[src/rtl/rv32m_iterative_divider.sv]
// Multi-cycle RV32M DIV/DIVU/REM/REMU unit: restoring radix-2, one quotient bit per cycle.
// start/busy/done handshake; WIDTH+2 cycles normally, 2 cycles for divide-by-zero/overflow.
module rv32m_iterative_divider #(
  parameter int WIDTH = 32,
  parameter int CNT_W = 6
) (
  input  logic             clk,
  input  logic             rst,
  input  logic             start,
  input  logic             flush,
  input  logic [1:0]       DivOp,
  input  logic [WIDTH-1:0] Op1,
  input  logic [WIDTH-1:0] Op2,
  output logic             busy,
  output logic             done,
  output logic [WIDTH-1:0] Result
);

  typedef enum logic [1:0] {S_IDLE, S_CALC, S_FIX, S_DONE} state_t;

  localparam logic [WIDTH-1:0] MIN_INT = {1'b1, {(WIDTH-1){1'b0}}};

  state_t           r_state;
  state_t           w_next;
  logic [1:0]       r_op;
  logic             r_s1;
  logic             r_s2;
  logic [WIDTH-1:0] r_divisor;
  logic [WIDTH-1:0] r_rem;
  logic [WIDTH-1:0] r_quo;
  logic [CNT_W-1:0] r_cnt;
  logic             r_special;
  logic [WIDTH-1:0] r_spec_res;
  logic [WIDTH-1:0] r_result;

  logic             w_accept;
  logic             w_signed;
  logic             w_s1;
  logic             w_s2;
  logic [WIDTH-1:0] w_abs1;
  logic [WIDTH-1:0] w_abs2;
  logic             w_div0;
  logic             w_ovf;
  logic             w_special;
  logic [WIDTH-1:0] w_spec_res;
  logic [WIDTH:0]   w_shift;
  logic [WIDTH:0]   w_trial;
  logic             w_ge;
  logic [WIDTH-1:0] w_fix_res;

  assign w_accept = start && !flush && (r_state == S_IDLE || r_state == S_DONE);
  assign w_signed = ~DivOp[0];
  assign w_s1     = w_signed & Op1[WIDTH-1];
  assign w_s2     = w_signed & Op2[WIDTH-1];
  assign w_abs1   = w_s1 ? -Op1 : Op1;
  assign w_abs2   = w_s2 ? -Op2 : Op2;
  assign w_div0   = (Op2 == '0);
  assign w_ovf    = w_signed && (Op1 == MIN_INT) && (Op2 == '1);
  assign w_special = w_div0 | w_ovf;

  always_comb begin
    w_spec_res = '0;
    if (w_div0)
      w_spec_res = DivOp[1] ? Op1 : '1;
    else
      w_spec_res = DivOp[1] ? '0 : MIN_INT;
  end

  // rem < divisor keeps the trial below 2^WIDTH when it succeeds, so its MSB alone flags a borrow.
  assign w_shift = {r_rem, r_quo[WIDTH-1]};
  assign w_trial = w_shift - {1'b0, r_divisor};
  assign w_ge    = ~w_trial[WIDTH];

  always_comb begin
    w_fix_res = r_quo;
    if (r_special)
      w_fix_res = r_spec_res;
    else begin
      case (r_op)
        2'b00:   w_fix_res = (r_s1 ^ r_s2) ? -r_quo : r_quo;
        2'b01:   w_fix_res = r_quo;
        2'b10:   w_fix_res = r_s1 ? -r_rem : r_rem;
        default: w_fix_res = r_rem;
      endcase
    end
  end

  always_ff @(posedge clk or posedge rst) begin
    if (rst)
      r_state <= S_IDLE;
    else
      r_state <= w_next;
  end

  always_comb begin
    w_next = r_state;
    if (flush)
      w_next = S_IDLE;
    else begin
      case (r_state)
        S_IDLE, S_DONE: begin
          if (w_accept)
            w_next = w_special ? S_FIX : S_CALC;
          else
            w_next = S_IDLE;
        end
        S_CALC:  w_next = (r_cnt == '0) ? S_FIX : S_CALC;
        S_FIX:   w_next = S_DONE;
        default: w_next = S_IDLE;
      endcase
    end
  end

  always_comb begin
    busy = (r_state == S_CALC) || (r_state == S_FIX);
    done = (r_state == S_DONE);
  end

  assign Result = r_result;

  always_ff @(posedge clk or posedge rst) begin
    if (rst) begin
      r_op       <= '0;
      r_s1       <= 1'b0;
      r_s2       <= 1'b0;
      r_divisor  <= '0;
      r_rem      <= '0;
      r_quo      <= '0;
      r_cnt      <= '0;
      r_special  <= 1'b0;
      r_spec_res <= '0;
      r_result   <= '0;
    end else if (!flush) begin
      if (w_accept) begin
        r_op       <= DivOp;
        r_s1       <= w_s1;
        r_s2       <= w_s2;
        r_divisor  <= w_abs2;
        r_quo      <= w_abs1;
        r_rem      <= '0;
        r_cnt      <= CNT_W'(WIDTH-1);
        r_special  <= w_special;
        r_spec_res <= w_spec_res;
      end else if (r_state == S_CALC) begin
        r_rem <= w_ge ? w_trial[WIDTH-1:0] : w_shift[WIDTH-1:0];
        r_quo <= {r_quo[WIDTH-2:0], w_ge};
        r_cnt <= r_cnt - CNT_W'(1);
      end else if (r_state == S_FIX) begin
        r_result <= w_fix_res;
      end
    end
  end

endmodule
[config.mk]
export PLATFORM = sky130hd
export DESIGN_NAME = rv32m_iterative_divider
export DESIGN_NICKNAME = d
export VERILOG_FILES = /design/src/rtl/rv32m_iterative_divider.sv
export SDC_FILE = /design/constraint.sdc
export NUM_CORES = 1
export LEC_CHECK = 0
export CAP_MARGIN = 20
export CORE_ASPECT_RATIO = 0.9
export CORE_UTILIZATION = 35
export CTS_BUF_LIST = sky130_fd_sc_hd__clkbuf_16
export DETAILED_ROUTE_END_ITERATION = 7
export DONT_BUFFER_PORTS = 1
export PLACE_DENSITY = 0.6
export SLEW_MARGIN = 0
export SYNTH_ARGS = -nofsm -noshare
export SYNTH_HDL_FRONTEND = slang
export SYNTH_SLANG_ARGS = --single-unit
[constraint.sdc]
create_clock -name clk -period 6.7 [get_ports clk]
set_input_delay 0.67 -clock clk [delete_from_list [all_inputs] [get_ports clk]]
set_output_delay 0.67 -clock clk [all_outputs]
set_load 0.01 [all_outputs]
## Word level (Yosys, flattened, before mapping)

Index checks and enable logic that the tools add are counted.

- Add/subtract/negate cells: 6
- Equal/unequal tests: 7
- Muxes and demuxes: 21
- Bitwise logic cells: 9
- Reductions and logical operators: 16

Operators by type and width:

| kind | count |
|---|---|
| 32-bit 2-to-1 mux | 13 |
| 32-bit negation | 4 |
| 32-bit one-hot mux with 3 select lines | 1 |
| 32-bit equality test (second input constant) | 2 |
| 33-bit by 32-bit subtractor with 33-bit output | 1 |
| 32-bit zero test | 1 |
| 6-bit 2-to-1 mux | 2 |
| 2-bit 2-to-1 mux | 4 |
| 2-bit equality test (second input constant) | 3 |
| 6-bit zero test | 1 |
| 2-bit one-hot mux with 3 select lines | 1 |
| 6-bit by 1-bit subtractor with 6-bit output (second input constant) | 1 |
| 1-bit inverter | 5 |
| 2-bit by 1-bit equality test with 1-bit output (second input constant) | 2 |
| 1-bit logical AND | 4 |
| 2-bit zero test | 2 |
| 2-bit AND reduction | 2 |
| 4-bit AND reduction | 1 |
| 1-bit bitwise AND | 2 |
| 1-bit logical OR | 2 |
| 2-bit nonzero test | 1 |
| 2-bit OR reduction | 1 |
| 1-bit zero test | 1 |
| 1-bit OR | 1 |
| 1-bit XOR | 1 |

- Register bits after elaboration: 173
- Input port bits: 70
- Output and inout port bits: 34

## Depth between registers and ports, before layout

Gate-level depths: netlist (run 1).

- Depth after elaboration: 8
- Mapped depth: 13
- Mapped depth without buffers: 12

## Worst setup path before layout (run 1)

OpenSTA, ideal clock, no wires.

- Path type: register to register
- Start: reg r_rem[11]
- End: reg r_result[31] (netlist: Result[31])
- Setup time: 0.126 ns
- Arrival: 3.102 ns
- Required time: 6.574 ns
- Setup slack: 3.471 ns
- Stages on the path, launching flop included: 10
- Buffers on the path: 0
- Period minus slack after synthesis: 3.229 ns
- Path through: dfrtp_1 -> or4_4 -> or4_4 -> or2_4 -> or3_4 -> or3_4 -> or3_1 -> a211o_1 -> nand3_1 -> o22ai_1

- Cells in the longest elaborated chain, start to end: 4

Ends and longest elaborated chain:

| what | RTL line | RTL |
|---|---|---|
| start, declared | 29 | `logic [WIDTH-1:0] r_rem;` |
| start signal, assigned | 145 | `r_rem <= w_ge ? w_trial[WIDTH-1:0] : w_shift[WIDTH-1:0];` |
| 32-bit negation | 82 | `2'b10: w_fix_res = r_s1 ? -r_rem : r_rem;` |
| 32-bit 2-to-1 mux | 82 |  |
| 32-bit one-hot mux with 3 select lines | 79 | `case (r_op)` |
| 32-bit 2-to-1 mux | 76 | `if (r_special)` |
| end signal, assigned | 149 | `r_result <= w_fix_res;` |
| end, declared | 34 | `logic [WIDTH-1:0] r_result;` |

No other way between the ends.
A chain may end at the register's enable or synchronous reset.

## Final worst setup path (run 1)

- Start: reg r_state[0]
- End: reg r_rem[25]

- Cells in the longest elaborated chain, start to end: 5
- Elaborated cells on any way between the ends: 8
- Those cells by class: eq/ne: 2; mux: 1; reduce/logical: 5

Ends and longest elaborated chain:

| what | RTL line | RTL |
|---|---|---|
| start, declared | 23 | `state_t r_state;` |
| start signal, assigned | 92 | `r_state <= w_next;` |
| 2-bit equality test / 2-bit zero test (equally long branches) | 51 | `assign w_accept = start && !flush && (r_state == S_IDLE \|\| r_state == S_DONE);` |
| 1-bit logical OR | 51 |  |
| 1-bit logical AND | 51 |  |
| 2-bit nonzero test (no line) | - |  |
| 2-bit AND reduction (no line) | - |  |

Several ways; a longest one is shown, not always the timed one.

==> impl_metrics.yaml, run 1 <==
outcome:
  status: "completed"
routing:
  drc: 0
  wl_met1_um: 18000
  wl_met2_um: 19500
  maxUsedRoutingLayer: "met4"
  first_iter_violations: 1040
  drt_pass1_iterations: 5
  wl_per_cell_um: 19.6
  ant_nets: 0
  wl_um: 40500
  vias: 12100
  dr_wl_met3_um: 1890
  viasPerCell: 5.84
power_and_ir_drop:
  ir_drop_uv: 219
  p_leak_nw: 5.52
  power_density_mw_per_mm2: 362
layout:
  nNetsFinal: 1703
  final_layout_size_suffix_gt1_share_pct: 4.49
  area_delta_synth_final_pct: 7.23
  fillers: 3742
  final_area_mm2: 0.0137
place:
  place.gp.congestion: 0.890
  port_buffers: 0
  place_hpwl_um: 29300
  place_area_mm2: 0.0131
timing:
  setup_viol: 0
  worst_pin_slew_ps: 1090
  final_hold_viol_count: 0
  clock_skew_ps: 10.1
  post-route-period-util_pct: 57.6
  fmax_ghz: 0.259
  fin_tns_setup_ps: 0
  period_needed_ps: 3860
  slew_viol_final: 0
  rsz0062_at_grt: "false"
  slew_headroom_pct: 27.3
global_route:
  antenna_found_initial: 0
  grt.overflow.total: 0
  grt_pass1_vias: 11400
  grtUsageTotal_pct: 22.0
  grt_max_degree: 108
  grt_pass1_wl_um: 64100
setup_path:
  crit_slowest_cell: "nand2_1"
  critPathBufInv: 2
  crit_family: "simple AND/OR/NAND/NOR gates"
  path_cells: "inv_1 > ha_1 > nand2_1 > nor2_2 > buf_4 > nor2_1 > nor2_1 > nand2_1 > or4_1 > nand2_1"
  critPathCaptureType: "flip-flop"
  critPathMaxFanout: 32
  worstSetupStartpointType: "flip-flop"
  worstSetupPathType: "flip-flop to flip-flop"
  cp.arrival_ps: 4250
  critical-path-max-stage-delay_ps: 850
  required_ps: 7080
  crit_top_cell: "nand2_1"
  r2r_slack_ps: 2840
hold_path:
  hold_path.class: "input pin to asynchronous set/reset pin"
die:
  die_h_um: 183
  die_area_mm2: 0.0373
  die_w_um: 203
  num_io_pins: 104
  start_util_pct: 36.0
  core-area_mm2: 0.0355
  rows: 65
yosys:
  synth_top_area_share_pct: 33.9
  synth_ff_type: "dfrtp_1"
  yosysWarnings: 0
  yosysSeqAreaShare_pct: 33.9
  synth_common_cells: "nand2_1 (245), o21ai_0 (237), dfrtp_1 (173)"
  yosysTopAreaCell: "dfrtp_1"
  netlist_instances: 1657
  yosysMostFrequentCell: "nand2_1"
  syn_avg_cell_area_um2: 7.71
  async_flop_share_pct: 100
  netlist_area_mm2: 0.0128
  synth_cell_type_count: 78
  synth-edff-count: 0
  synthTopCellsByArea: "dfrtp_1 (34%), o21ai_0 (9.3%), nand2_1 (7.2%)"
  syn_nets: 1770
  ys_ff_latch: 173
clock_tree:
  cts_setup_buffers: 0
  cts_buffers: 17
  root_buffer: "clkbuf_16"
  cts_buffer_depth: 2
  ctsHoldBuffers: 0
  cts-htree-levels: 4
  path_clk_slew_ps: 70
  clk_latency_ps: 450
  cts_tree: "built"
  cts-resized-gates: 0
  clock_sinks: 173
job:
  cap_violations: 0
## report_power, final
group | switching, W | internal, W
sequential | 0.000341 | 0.00122
combinational | 0.00146 | 0.000969
clock | 0.000453 | 0.000510
total | 0.00225 | 0.00270
## state kept, by name (all words and copies together), names as in the netlist
register,cells
r_s1,1
r_special,1
r_quo,32
r_cnt,6
Result,32
r_state,2
r_s2,1
r_divisor,32
r_op,2
r_rem,32
r_spec_res,32
## stage by stage
stage | total power (W) | cells | setup slack (ps) | hold slack, ps | utilization (%)
floorplan | 0.00333 | 1657 | 1340 | 442 | -
global placement | 0.00393 | 2040 | 2930 | 457 | 37.1
detailed placement | 0.00397 | 2040 | 2870 | 466 | 37.1
CTS | 0.00495 | 2071 | 2860 | 201 | 38.6
global route | 0.00534 | 2071 | 2560 | 231 | 38.6
finish | 0.00495 | 2072 | 2840 | 162 | 38.6
## layer usage
| layer | up-vias | GRT usage, % |
|---|---|---|
| met5 | - | 0 |
| met4 | 0 | 8.69 |
| met3 | 54 | 3.77 |
| met2 | 315 | 36.4 |
| met1 | 5877 | 28.4 |
| li1 | 5860 | - |
## cell families (layout without fill, tap and decap cells)
kind of cell / after synthesis / after routing / synth area share [%]
and+or+nand+nor: 579 / 579 / 21.3
AOI/OAI and AO/OA: 567 / 567 / 26.6
DFF: 173 / 173 / 33.9
buffers and inverters: 173 / 118 / 5.11
xor gates and xnor gates: 88 / 88 / 6.03
adders and majority gates: 43 / 43 / 4.27
muxes: 34 / 34 / 2.80
other: 0 / 1 / 0
## final cells by class
cell class / count / area, um2 / area share [%]
Antenna cell: 1 / 2.50 / 0.0183
Clock buffer: 17 / 425 / 3.11
Clock inverter: 14 / 121 / 0.886
Inverter: 67 / 256 / 1.87
Multi-Input combinational cell: 1311 / 7820 / 57.1
Sequential cell: 173 / 4330 / 31.6
Tap cell: 469 / 587 / 4.28
Timing Repair Buffer: 20 / 150 / 1.10
## cells in the final DEF, fill, tap and decap left out, drive strengths merged, types with 25 or more instances in the layout
cell type and n:
o21ai 239, xor2 44, nand3 51, xnor2 44, nand2 245, inv 71, or3 31, mux2i 29
nor2 109, ha 42, dfrtp 173, a21oi 134, nor3 34, o31ai 25
## final timing paths
kind                                start              to  cells after the start
max in group asynchronous             rst        r_rem[6]                      2
setup / recovery               r_state[0]       r_rem[25]                     10
hold reg to reg            r_spec_res[24]  r_spec_res[24]                      2
setup reg to reg               r_state[0]       r_rem[25]                     10
hold / removal                        rst       r_quo[26]                      1
min in group clk                    flush      r_state[0]                      1
(Power assumes the default switching activity.)
==> inputs of run 2 (changes only) <==
clock period = 4 ns   (was 6.7 ns; I/O delays follow)
==> impl_metrics.yaml, run 2 (synthesis results as in run 1) <==
clock_tree:
  clk_latency_ps: 440
  cts_setup_buffers: 0
  cts_buffers: 17
  path_clk_slew_ps: 70
  root_buffer: "clkbuf_16"
  cts-htree-levels: 4
  cts_buffer_depth: 2
  clock_sinks: 173
  ctsHoldBuffers: 0
  cts_tree: "built"
  cts-resized-gates: 0
place:
  place_hpwl_um: 29300
  port_buffers: 0
  place.gp.congestion: 0.888
  dp.cells: 2056
routing:
  drc: 0
  viasPerCell: 5.82
  wl_um: 40600
  vias: 12200
  drt_pass1_iterations: 5
  ant_nets: 0
  wl_per_cell_um: 19.4
  first_iter_violations: 975
die:
  die_h_um: 183
  start_util_pct: 36.0
  num_io_pins: 104
  die_w_um: 203
  rows: 65
  core-area_mm2: 0.0355
  die_area_mm2: 0.0373
layout:
  final_cell_mix: "nand2_1 (245), o21ai_0 (237), dfrtp_1 (172), a21oi_1 (134), nor2_1 (108)"
  fillers: 3677
  nNetsFinal: 1720
  final_layout_size_suffix_gt1_share_pct: 5.43
  num_antenna_cells: 0
  seq_area_mm2: 0.00433
  stdcell_count: 2089
  multiInputGateArea_mm2: 0.00782
  area_delta_synth_final_pct: 8.52
  layout_commonest_cell: "nand2_1"
power_and_ir_drop:
  power_frac_comb_pct: 49.9
  ir_drop_uv: 352
  power.share.sequential_pct: 30.8
  power_switching_w: 0.00374
  clkPwrFrac_pct: 19.3
  sw_frac_of_total_pct: 44.8
  p_leak_nw: 5.60
  power_w: 0.00834
  power_density_mw_per_mm2: 602
  p_int_w: 0.00460
global_route:
  grt_max_degree: 174
  grt_pass1_vias: 11500
  grtUsageTotal_pct: 21.9
  grt.overflow.total: 0
  grt_pass1_wl_um: 64400
  antenna_found_initial: 0
timing:
  final_hold_viol_count: 0
  fin_tns_setup_ps: 0
  clock_skew_ps: 13.6
  slew_headroom_pct: 30.5
  period_needed_ps: 3470
  slew_viol_final: 0
  fmax_ghz: 0.288
  setup_viol: 0
  worst_pin_slew_ps: 1040
  rsz0062_at_grt: "false"
  post-route-period-util_pct: 86.7
setup_path:
  critPathCaptureType: "flip-flop"
  crit_top_cell: "or3_1"
  worstSetupPathType: "flip-flop to flip-flop"
  critPathMaxFanout: 6
  path_cells: "or3_1 > or4b_1 > or3_1 > o41ai_2 > a21boi_1 > o21ai_0 > o311ai_0 > o22ai_1"
  worstSetupStartpointType: "flip-flop"
  cp.arrival_ps: 3780
  required_ps: 4310
  critical-path-max-stage-delay_ps: 660
  crit_slowest_cell: "or4b_1"
job:
  cap_violations: 0
hold_path:
  hold_path.class: "input pin to flip-flop"
outcome:
  status: "completed"
==> run 2: worst max-delay path, delay by kind of cell, from the launching register on <==
| family | cells | cell delay (ps) |
|---|---|---|
| compound gates | 5 | 1390 |
| flops | 1 | 420 |
| simple gates | 3 | 1530 |
==> run 2: power groups by stage <==
stage	Combinational, W	Sequential (W)	Clock, W
after floorplan	0.00322	0.00236	0
after global placement	0.00407	0.00258	0
after detailed placement	0.00412	0.00259	0
after CTS	0.00414	0.00256	0.00164
after global routing	0.00467	0.00261	0.00172
final	0.00416	0.00257	0.00161
==> run 2: path summary, 6_finish.rpt <==
kind	start	endpoint	depth (start not counted)	slack [ps]
max in group asynchronous	rst	r_rem[3]	2	3180
min in group asynchronous	rst	r_spec_res[28]	2	140
worst min-delay path	DivOp[1]	r_spec_res[31]	1	60
worst min register to register	r_spec_res[24]	r_spec_res[24]	2	480
worst max-delay path	r_quo[1]	Result[27]	8	530
worst max register to register	r_quo[1]	Result[27]	8	530
==> run 2: layer usage <==
layer	global-route usage, %	part of all wire (%)	up-vias
met5	0	0	-
met4	5.92	2.0	0
met3	4.05	5.6	42
met2	36.9	49	363
met1	28.6	44	5862
li1	-	-	5896
==> run 2: layout make-up <==
type	instances	share of cell area, %
clock inverter	15	0.885
inverter	67	1.84
tap	469	4.23
clock buffer	17	3.07
sequential	173	31.2
multi-input combinational	1311	56.4
timing repair buffer	37	2.29
==> run 2: through the flow <==
step	hold slack (ps)	setup slack, ps	util (%)	cell area, um2
3_5_place_dp	465	636	37.5	13300
4_1_cts	6.76	607	39.1	13900
2_1_floorplan	442	772	-	12800
5_1_grt	50.8	275	39.1	13900
3_3_place_gp	457	647	37.5	13300
6_report	61.4	534	39.1	13900
==> inputs of run 3 (changes only) <==
PLACE_DENSITY = 0.55   (was 0.6)
==> impl_metrics.yaml, run 3 (synthesis results as in run 1) <==
setup_path:
  worstSetupStartpointType: "flip-flop"
  critical-path-max-stage-delay_ps: 710
  worstSetupPathType: "flip-flop to flip-flop"
  required_ps: 4320
  r2r_slack_ps: 340
  crit_family: "compound AO/OA/AOI/OAI gates"
  critPathCaptureType: "flip-flop"
  worstReg2RegStart: "r_quo[1]"
  cp.arrival_ps: 3980
  crit_top_cell: "buf_4"
  critPathBufInv: 3
  critPathMaxFanout: 6
  reg2reg_depth: 12
  reg2reg_to: "Result[22]"
  crit_slowest_cell: "o311ai_0"
  path_cells: "inv_1 > ha_1 > nand2b_1 > or4_1 > o41a_1 > a21oi_1 > buf_4 > and2_1 > nand2_1 > o311ai_0 > buf_4 > nand3_1"
clock_tree:
  clk_latency_ps: 440
  cts_buffer_depth: 2
  cts-resized-gates: 0
  path_clk_slew_ps: 70
  cts_buffers: 17
  clock_sinks: 173
  root_buffer: "clkbuf_16"
  cts-htree-levels: 4
  cts_tree: "built"
place:
  place_hpwl_um: 30200
  dp.cells: 2057
  port_buffers: 0
  place.gp.congestion: 0.893
global_route:
  antenna_found_initial: 0
  grt_pass1_wl_um: 64500
  grtUsageTotal_pct: 21.9
  grt.overflow.total: 0
  grt_max_degree: 77
  grt_pass1_vias: 11600
routing:
  vias: 12000
  ant_nets: 0
  wl_um: 40400
  drt_pass1_iterations: 7
  wl_per_cell_um: 19.4
  first_iter_violations: 930
  drc: 0
  viasPerCell: 5.73
layout:
  final_layout_size_suffix_gt1_share_pct: 5.68
  layout_commonest_cell: "nand2_1"
  nNetsFinal: 1722
  stdcell_count: 2090
  fillers: 3707
  num_antenna_cells: 0
  area_delta_synth_final_pct: 9.05
  final_cell_mix: "nand2_1 (245), o21ai_0 (237), dfrtp_1 (172), a21oi_1 (133), nor2_1 (108)"
hold_path:
  hold_path.class: "input pin to flip-flop"
  hold_depth: 1
  hold_path_end: "r_state[0]"
  worstHoldStart: "flush"
die:
  start_util_pct: 36.0
  num_io_pins: 104
  die_h_um: 183
  core-area_mm2: 0.0355
  die_w_um: 203
  rows: 65
  die_area_mm2: 0.0373
outcome:
  status: "completed"
power_and_ir_drop:
  ir_drop_uv: 396
  p_leak_nw: 5.63
  power_density_mw_per_mm2: 602
timing:
  slew_headroom_pct: 33.4
  slew_viol_final: 0
  clock_skew_ps: 13.1
  worst_pin_slew_ps: 997
  fmax_ghz: 0.273
  setup_viol: 0
  post-route-period-util_pct: 91.5
  final_hold_viol_count: 0
  period_needed_ps: 3660
  fin_tns_setup_ps: 0
  rsz0062_at_grt: "false"
job:
  cap_violations: 0
==> run 3: changes by cell type in the layout (fill, tap and decap cells not counted), sizes merged <==
cell      previous run  this run
buf                 36        38
clkinvlp             6         4
bufinv               1         2
==> run 3: metal layers <==
metal | global-route usage (%) | up-vias | part of all wire (%)
li1 | - | 5886 | -
met1 | 29.0 | 5807 | 45
met2 | 36.9 | 242 | 48
met3 | 3.07 | 47 | 4.0
met4 | 6.71 | 0 | 2.2
met5 | 0 | - | 0
==> run 3: metrics by stage <==
| stage | total power (W) | hold slack, ps | cell area, um2 | worst slack [ps] | util [%] |
|---|---|---|---|---|---|
| after floorplan | 0.00558 | 442 | 12800 | 772 | - |
| after CTS | 0.00840 | 9.90 | 13900 | 422 | 39.2 |
| after global placement | 0.00665 | 456 | 13300 | 452 | 37.6 |
| final | 0.00839 | 27.6 | 13900 | 341 | 39.3 |
| after detailed placement | 0.00670 | 466 | 13300 | 426 | 37.6 |
| after global routing | 0.00906 | 10.9 | 13900 | 183 | 39.3 |
==> run 3: worst reg2reg max path, stage by stage (launching register included) <==
cell	delay, ps
dfrtp_1	420
inv_1	90
ha_1	180
nand2b_1	100
or4_1	630
o41a_1	500
a21oi_1	150
buf_4	170
and2_1	200
nand2_1	100
o311ai_0	710
buf_4	230
nand3_1	60
==> run 3: worst max-delay path by stage <==
stage	start	slack, ps	cells after the start	to
2_1_floorplan	r_rem[11]	770	9	Result[31]
3_3_place_gp	r_quo[1]	450	12	Result[22]
3_5_place_dp	r_quo[1]	430	12	Result[22]
4_1_cts	r_quo[1]	420	12	Result[22]
5_1_grt	r_quo[0]	180	12	Result[22]
6_report	r_quo[1]	340	12	Result[22]
==> run 3: layout make-up <==
type,instances,area [um2],share of cell area (%)
flip-flops and latches,173,4330,31.1
multi-input cells,1311,7830,56.2
clock inverters,14,146,1.05
well taps,469,587,4.21
clock buffers,17,425,3.05
inverters,67,255,1.83
repair buffers,39,358,2.57
==> run 3: timing repair <==
action | in CTS | in global routing
setup buffers | 0 | 0
hold buffers | 0 | 1
endpoints found under the hold margin | 0 | 6
endpoints found under the setup margin | 0 | 0
==> run 3: where the power goes <==
| part | internal, W | switching, W |
|---|---|---|
| clock | 0.000919 | 0.000761 |
| sequential | 0.00205 | 0.000538 |
| combinational | 0.00170 | 0.00242 |
